$ cat src/rtl/fcnn_infer_ctrl.sv
// rtl/fcnn_infer_ctrl.sv - inference sequencer for the 121-input, 10-class fully connected classifier
//
// Purpose:
//   Accepts one binarised image, holds it on feat_out, then scans every output neuron.
//   Each class index is held on neuron_sel for NEURON_LAT cycles. The class score is
//   sampled on the last cycle of that window. A running argmax is kept, and the winning
//   class is returned over a valid/ready handshake.
//
// Ports:
//   clk          rising-edge clock
//   reset        asynchronous active-low reset
//   img_vld      image offered                   img_rdy      controller can accept an image
//   img_data     image bits                      feat_out     captured image (input feature register)
//   neuron_en    datapath evaluate enable        neuron_sel   class index under evaluation
//   score_in     signed class score              busy         inference in progress
//   res_vld      result valid                    res_rdy      result consumed
//   res_digit    argmax class                    res_score    score of the argmax class
//   infer_cycles (FCNN_INFER_PERF_CNT_EN only) cycles spent busy on the last pass, saturating
//
// Optional feature macro: FCNN_INFER_PERF_CNT_EN adds the infer_cycles port and its counter.

module fcnn_infer_ctrl #(
  parameter int IMAGE_SIZE  = 121,
  parameter int NUM_CLASSES = 10,
  parameter int SCORE_W     = 16,
  parameter int NEURON_LAT  = 2,
  parameter int IDX_W       = 4
) (
  input  logic                  clk,
  input  logic                  reset,
  input  logic                  img_vld,
  output logic                  img_rdy,
  input  logic [IMAGE_SIZE-1:0] img_data,
  output logic [IMAGE_SIZE-1:0] feat_out,
  output logic                  neuron_en,
  output logic [IDX_W-1:0]      neuron_sel,
  input  logic [SCORE_W-1:0]    score_in,
  output logic                  busy,
  output logic                  res_vld,
  input  logic                  res_rdy,
  output logic [IDX_W-1:0]      res_digit,
  output logic [SCORE_W-1:0]    res_score
`ifdef FCNN_INFER_PERF_CNT_EN
  ,
  output logic [15:0]           infer_cycles
`endif
);

  localparam int PH_W = (NEURON_LAT > 1) ? $clog2(NEURON_LAT) : 1;
  localparam logic [PH_W-1:0]  PH_LAST  = PH_W'(NEURON_LAT - 1);
  localparam logic [IDX_W-1:0] IDX_LAST = IDX_W'(NUM_CLASSES - 1);

  typedef enum logic [1:0] {
    IDLE    = 2'd0,
    LOAD    = 2'd1,
    COMPUTE = 2'd2,
    DONE    = 2'd3
  } state_t;

  state_t                r_state;
  state_t                w_state_n;

  logic                  r_img_rdy,  w_img_rdy_n;
  logic [IMAGE_SIZE-1:0] r_feat;
  logic                  r_en,       w_en_n;
  logic [IDX_W-1:0]      r_sel,      w_sel_n;
  logic [PH_W-1:0]       r_phase,    w_phase_n;
  logic                  r_busy,     w_busy_n;
  logic                  r_res_vld,  w_res_vld_n;
  logic [IDX_W-1:0]      r_digit,    w_digit_n;
  logic [SCORE_W-1:0]    r_rscore,   w_rscore_n;
  logic [SCORE_W-1:0]    r_best_score, w_best_score_n;
  logic [IDX_W-1:0]      r_best_idx,   w_best_idx_n;

  logic                  w_capture;
  logic                  w_take;
  logic [SCORE_W-1:0]    w_cand_score;
  logic [IDX_W-1:0]      w_cand_idx;

  // Index 0 always seeds the best; later indices must be strictly greater so ties keep the lower index.
  assign w_take       = (r_sel == '0) || ($signed(score_in) > $signed(r_best_score));
  assign w_cand_score = w_take ? score_in : r_best_score;
  assign w_cand_idx   = w_take ? r_sel    : r_best_idx;

  always_comb begin
    w_state_n      = r_state;
    w_img_rdy_n    = r_img_rdy;
    w_en_n         = r_en;
    w_sel_n        = r_sel;
    w_phase_n      = r_phase;
    w_busy_n       = r_busy;
    w_res_vld_n    = r_res_vld;
    w_digit_n      = r_digit;
    w_rscore_n     = r_rscore;
    w_best_score_n = r_best_score;
    w_best_idx_n   = r_best_idx;
    w_capture      = 1'b0;

    case (r_state)
      IDLE: begin
        w_img_rdy_n = 1'b1;
        w_busy_n    = 1'b0;
        w_en_n      = 1'b0;
        w_res_vld_n = 1'b0;
        // r_img_rdy is 0 on the first cycle out of reset, so no capture can happen there.
        if (img_vld && r_img_rdy) begin
          w_capture   = 1'b1;
          w_img_rdy_n = 1'b0;
          w_busy_n    = 1'b1;
          w_state_n   = LOAD;
        end
      end

      LOAD: begin
        w_busy_n  = 1'b1;
        w_en_n    = 1'b1;
        w_sel_n   = '0;
        w_phase_n = '0;
        w_state_n = COMPUTE;
      end

      COMPUTE: begin
        w_busy_n = 1'b1;
        if (r_phase == PH_LAST) begin
          w_best_score_n = w_cand_score;
          w_best_idx_n   = w_cand_idx;
          if (r_sel == IDX_LAST) begin
            w_en_n      = 1'b0;
            w_res_vld_n = 1'b1;
            w_digit_n   = w_cand_idx;
            w_rscore_n  = w_cand_score;
            w_state_n   = DONE;
          end else begin
            w_sel_n   = r_sel + 1'b1;
            w_phase_n = '0;
          end
        end else begin
          w_phase_n = r_phase + 1'b1;
        end
      end

      DONE: begin
        w_busy_n = 1'b1;
        if (r_res_vld && res_rdy) begin
          w_res_vld_n = 1'b0;
          w_busy_n    = 1'b0;
          w_img_rdy_n = 1'b1;
          w_state_n   = IDLE;
        end
      end

      default: begin
        w_state_n = IDLE;
      end
    endcase
  end

  always_ff @(posedge clk or negedge reset) begin
    if (!reset) begin
      r_state      <= IDLE;
      r_img_rdy    <= 1'b0;
      r_feat       <= '0;
      r_en         <= 1'b0;
      r_sel        <= '0;
      r_phase      <= '0;
      r_busy       <= 1'b0;
      r_res_vld    <= 1'b0;
      r_digit      <= '0;
      r_rscore     <= '0;
      r_best_score <= '0;
      r_best_idx   <= '0;
    end else begin
      r_state      <= w_state_n;
      r_img_rdy    <= w_img_rdy_n;
      r_en         <= w_en_n;
      r_sel        <= w_sel_n;
      r_phase      <= w_phase_n;
      r_busy       <= w_busy_n;
      r_res_vld    <= w_res_vld_n;
      r_digit      <= w_digit_n;
      r_rscore     <= w_rscore_n;
      r_best_score <= w_best_score_n;
      r_best_idx   <= w_best_idx_n;
      if (w_capture) begin
        r_feat <= img_data;
      end
    end
  end

`ifdef FCNN_INFER_PERF_CNT_EN
  logic [15:0] r_cnt;
  logic [15:0] w_cnt_n;
  logic [15:0] r_infer;

  // Counts LOAD and COMPUTE cycles. The value latched on entry to DONE includes the entry cycle itself.
  assign w_cnt_n = (r_busy && !r_res_vld && (r_cnt != 16'hFFFF)) ? (r_cnt + 16'd1) : r_cnt;

  always_ff @(posedge clk or negedge reset) begin
    if (!reset) begin
      r_cnt   <= '0;
      r_infer <= '0;
    end else begin
      if (w_capture) begin
        r_cnt <= '0;
      end else begin
        r_cnt <= w_cnt_n;
      end
      if (w_res_vld_n && !r_res_vld) begin
        r_infer <= w_cnt_n;
      end
    end
  end

  assign infer_cycles = r_infer;
`endif

  assign img_rdy    = r_img_rdy;
  assign feat_out   = r_feat;
  assign neuron_en  = r_en;
  assign neuron_sel = r_sel;
  assign busy       = r_busy;
  assign res_vld    = r_res_vld;
  assign res_digit  = r_digit;
  assign res_score  = r_rscore;

endmodule

$ cat config.mk
export PLATFORM = sky130hd
export DESIGN_NAME = fcnn_infer_ctrl
export DESIGN_NICKNAME = d
export VERILOG_FILES = /design/src/rtl/fcnn_infer_ctrl.sv
export SDC_FILE = /design/constraint.sdc
export NUM_CORES = 1
export LEC_CHECK = 0
export ABC_CLOCK_PERIOD_IN_PS = 4900
export CAP_MARGIN = 15
export CORE_ASPECT_RATIO = 0.7
export CORE_MARGIN = 2
export CORE_UTILIZATION = 35
export CTS_CLUSTER_DIAMETER = 120
export CTS_CLUSTER_SIZE = 12
export DETAILED_ROUTE_END_ITERATION = 8
export PLACE_DENSITY = 0.75
export REMOVE_ABC_BUFFERS = 1
export SYNTH_ARGS = -nofsm -noshare
export SYNTH_HDL_FRONTEND = slang
export SYNTH_SLANG_ARGS = --single-unit
$ cat constraint.sdc
create_clock -name clk -period 4.9 [get_ports clk]
set_input_delay 1.47 -clock clk [delete_from_list [all_inputs] [get_ports clk]]
set_output_delay 1.47 -clock clk [all_outputs]
set_load 0.03 [all_outputs]
# After elaboration in Yosys (flattened, before gate mapping)
# Index checks and enable logic that the tools add are counted.
# word_totals
elab_cells	68
output_inout_bits	149
regBits	172
inputBits	141
# classes
n_addsub	2
magnitude_cmp	1
reduce_logical	17
muxes	27
eq_ne	9
# ops
op	n
$gt 16x16->1	1
$mux 16	1
$mux 1	12
$mux 4	3
$ne 2x2->1 const B	5
$pmux 1 s3	3
$reduce_and 3->1	3
$mux 2	4
$pmux 2 s4	1
$pmux 4 s2	1
$reduce_and 4->1	2
$reduce_bool 3->1	2
$add 4x1->4 const B	1
$eq 2x2->1 const B	2
$eq 4x4->1 const B	1
$logic_not 4->1	1
$pmux 1 s2	2
$reduce_and 2->1	2
$reduce_bool 2->1	2
$eq 2x1->1 const B	1
$logic_and 1x1->1	2
$logic_not 2->1	1
$reduce_or 2->1	1
$add 1x1->1 const B	1
$logic_or 1x1->1	1

# Depth between registers and ports, before layout
# logic_depth
word_depth	4
mapped_depth	11
mapped_depth_nobuf	9

# Worst setup path before layout
# No wires, ideal clock.
# synth_timing
kind	input to register
start	input port score_in[15]
end	register r_best_idx[0]
arrival_time_ns	3.520
n_path_buf	1
required_time_ns	4.775
setup_time_ns	0.125
stages	7
setup_slack_ns	1.255
path_cell_list	ha_1 -> nand4_1 -> or3_1 -> or4_4 -> a31oi_4 -> buf_6 -> mux2_2
# synth_via
elab_chain_len	3
# synth_lines
element	line_no	source
start, declared	37	input logic [SCORE_W-1:0] score_in,
$gt 16x16->1	81	assign w_take = (r_sel == '0) || ($signed(score_in) > $signed(r_best_score));
$logic_or 1x1->1	81	
$mux 4	83	assign w_cand_idx = w_take ? r_sel : r_best_idx;
end signal, assigned	183	r_best_idx <= w_best_idx_n;
end, declared	73	logic [IDX_W-1:0] r_best_idx, w_best_idx_n;
# No other way between the ends.
# A chain may end at the register's enable or synchronous reset.

# Worst setup path after layout
# layout_timing
start	input port score_in[15]
end	register r_best_score[2]
# layout_via
elab_chain_len	3
# layout_lines
element	line_no	source
$gt 16x16->1	81	
$logic_or 1x1->1	81	
$mux 16	82	assign w_cand_score = w_take ? score_in : r_best_score;
end signal, assigned	182	r_best_score <= w_best_score_n;
end, declared	72	logic [SCORE_W-1:0] r_best_score, w_best_score_n;
# No other way between the ends.

==> run_results.csv <==
group,metric,value,unit
clocking,tritoncts,"built",
final_layout,drive_gt1_frac,0.2190,
pwr,clkPwrFrac,0.185,
yosys,synth_top_area_share,0.5966,
critical_path,crit_fanout,15,
timing,slew_headroom,0.3223,
yosys,synthCells,530,
place,placed_cell_area,10430,µm²
yosys,synth_top_family_by_area,"multiplexers",
place,hpwlAfterDp,14100,µm
timing,fmax,249.4,MHz
pwr,swShare,0.3869,
yosys,async_flop_share,1.000,
critical_path,crit_path_end_kind,"flip-flop",
global_route,grt-ovfl-total,0,
timing,slew_violations,0,
drt,drcViolationCount,0,
clocking,holdBufCountCts,0,
yosys,yosys_warnings,0,
final_layout,multiInputGateArea,2714,µm²
clocking,clkTransAtPathRegs,70,ps
drt,dr.first_iter.drc_count,235,
die,die_w,175.6,µm
final_layout,final_net_count,984,
timing,finalHoldViolations,0,
drt,ant_nets,0,
final_layout,n_antenna_cell,0,
drt,avgRoutedWirePerCell,17.34,µm
final_layout,utilization,0.5516,
clocking,cts.path.max_buffers,2,
drt,dr.pass1.iters,4,
drt,vias_per_cell,4.779,
pwr,p_seq_frac,0.316,
run_status,status,"completed",
pwr,p_per_area,679.6,nW/µm²
yosys,synth_area_per_cell,13.61,µm²
final_layout,area_growth,53.02,%
die,pin_count,290,
yosys,synth_top_area_cell,"dfrtp_1",
die,dieArea,21800,µm²
timing,finalClockSkew,12.14,ps
clocking,numClockSinks,172,
final_layout,fin_cells,1101,
timing,post-route-period-util,0.8183,
die,core-area,20010,µm²
clocking,numCtsBuffers,17,
critical_path,worst_setup_path_start_kind,"input port",
drt,routed_wl,19090,µm
place,dpl.cell_count,1070,
die,rows,43,
yosys,synth_edf_count,0,
pwr,p_comb_frac,0.499,
pwr,p_int,4600,µW
yosys,synth_compound_area_frac,0.04475,
global_route,grt_max_degree,80,
yosys,ys_types,35,
yosys,synth_xor_area_frac,0.002428,
global_route,antenna_found_initial,2,
critical_path,crit_type,"in -> reg",
pwr,switchingPower,2903,µW
pwr,ir_drop,0.3675,mV
yosys,ys_seq_area_frac,0.5966,
yosys,synthSimpleGateAreaFrac,0.06243,
final_layout,fillers,1721,
yosys,synth.area.top_cells,"dfrtp_1 (60%), mux2_2 (22%), ha_1 (4.2%)",
place,gp_congestion,0.8709,
clocking,cts.repair.resized,0,
final_layout,layout_common_cells,"clkdlybuf4s50_1 (288), dfrtp_1 (172), mux2_2 (139)",
timing,grt_setup_unrepaired,"no",
final_layout,design_area,11040,µm²
yosys,synth-main-ff-cell,"dfrtp_1",
place,port_buffers,289,
die,fp.dieH,124.1,µm
pwr,leakagePower,0.004663,µW
yosys,synthMuxAreaShare,0.2232,
clocking,clock_latency,410,ps
global_route,grt_pass1_vias,5164,
clocking,cts.htree.levels,4,
clocking,cts_setup_buffers,0,
final_layout,final_common_cell,"clkdlybuf4s50_1",
timing,fin_crit,4009,ps
critical_path,path_cells,"clkdlybuf4s50_1, ha_1, nand4_1, or3_1, or4_4, a31oi_4, buf_12, mux2_2",
critical_path,worst_path_max_delay_cell,"or4_4",
yosys,synth-adder-area-share,0.04162,
critical_path,required,5190,ps
global_route,grt_use_total,0.1732,
timing,worst-slew-pin-transition,1002,ps
clocking,cts_root_buf,"clkbuf_16",
run,cap_viol_max_count,0,
critical_path,slowest_delay,570,ps
final_layout,regArea,4304,µm²
drt,dr_total_vias,5262,
timing,setup_viol,0,
die,start_util,0.3605,
global_route,grt_pass1_wl,28930,µm
critical_path,critPathArrivalTime,4300,ps
worst_hold_path,min_path_type,"reg -> reg",
yosys,synth-seq-cells,172,
yosys,synthesis.area,7214,µm²
==> final cells by class <==
class	instances	share of cell area
clock buffer	18	0.03888
tap	270	0.03060
multi-input combinational	308	0.2458
clock inverter	13	0.01598
inverter	23	0.007820
timing repair buffer	297	0.2710
sequential	172	0.3899
==> path summary, 6_finish.rpt <==
check / startpoint / endpoint / slack, ps / cells after the start
max: score_in[15] / r_best_score[2] / 890 / 8
min: res_digit[3] / res_digit[3] / 500 / 2
max reg2reg: r_best_score[15] / r_best_score[2] / 2020 / 8
min reg2reg: res_digit[3] / res_digit[3] / 500 / 2
max in group asynchronous: reset / feat_out[115] / 2910 / 2
min in group asynchronous: reset / feat_out[23] / 990 / 1
==> flip-flops by register name, summed over array words and instances (netlist names) <==
name	flops
feat_out	121
res_vld	1
res_score	16
busy	1
r_state	2
neuron_sel	4
r_best_score	16
neuron_en	1
img_rdy	1
res_digit	4
r_best_idx	4
r_phase	1
==> metrics by stage <==
stage | worst slack (ps) | hold WS (ps) | setup TNS [ps] | power (µW)
floorplan | -633.9 | 465.6 | -77240 | 4636
global placement | 534.8 | 468.7 | 0 | 6097
detailed placement | 480.3 | 484.5 | 0 | 6157
CTS | 915.1 | 500.9 | 0 | 7590
global route | 808.0 | 515.5 | 0 | 7917
finish | 890.5 | 495.3 | 0 | 7502
==> worst max-delay path: cells and delay by family <==
family	cells	cell delay (ps)
AOI/OAI and AO/OA	1	340
adders and majority gates	1	340
buffers and inverters	2	660
muxes	1	340
and+or+nand+nor	3	1150
==> cell usage after synthesis, drive strengths merged, types with 2 or more instances <==
cell type and instances:
nand2 50, o21ai 7, nor3 3, inv 23, dfrtp 172, ha 24
nand4 21, buf 13, a21boi 2, nor2 9, nor4b 2, mux2 143
o211ai 19, a21oi 8, clkbuf 14, xor2 2, a211oi 2, a32o 2
and2 3
==> power groups by stage <==
stage	combinational (µW)	sequential, µW	clock [µW]
after floorplan	1200	3430	0
after global placement	3730	2370	0
after detailed placement	3760	2400	0
after CTS	3770	2370	1440
after global routing	3960	2450	1500
final	3740	2370	1390
==> layer usage <==
layer | GRT usage | share of wire
met5 | 0 | 0.0016
met2 | 0.2520 | 0.44
met3 | 0.05281 | 0.068
met1 | 0.2473 | 0.47
met4 | 0.05527 | 0.015
==> kinds of logic after synthesis <==
kind of cell / Yosys count
DFF: 172
muxes: 143
and+or+nand+nor: 94
buffers and inverters: 50
AOI/OAI and AO/OA: 45
adders and majority gates: 24
xor gates and xnor gates: 2
No activity file was read; power rests on OpenSTA's default activity.
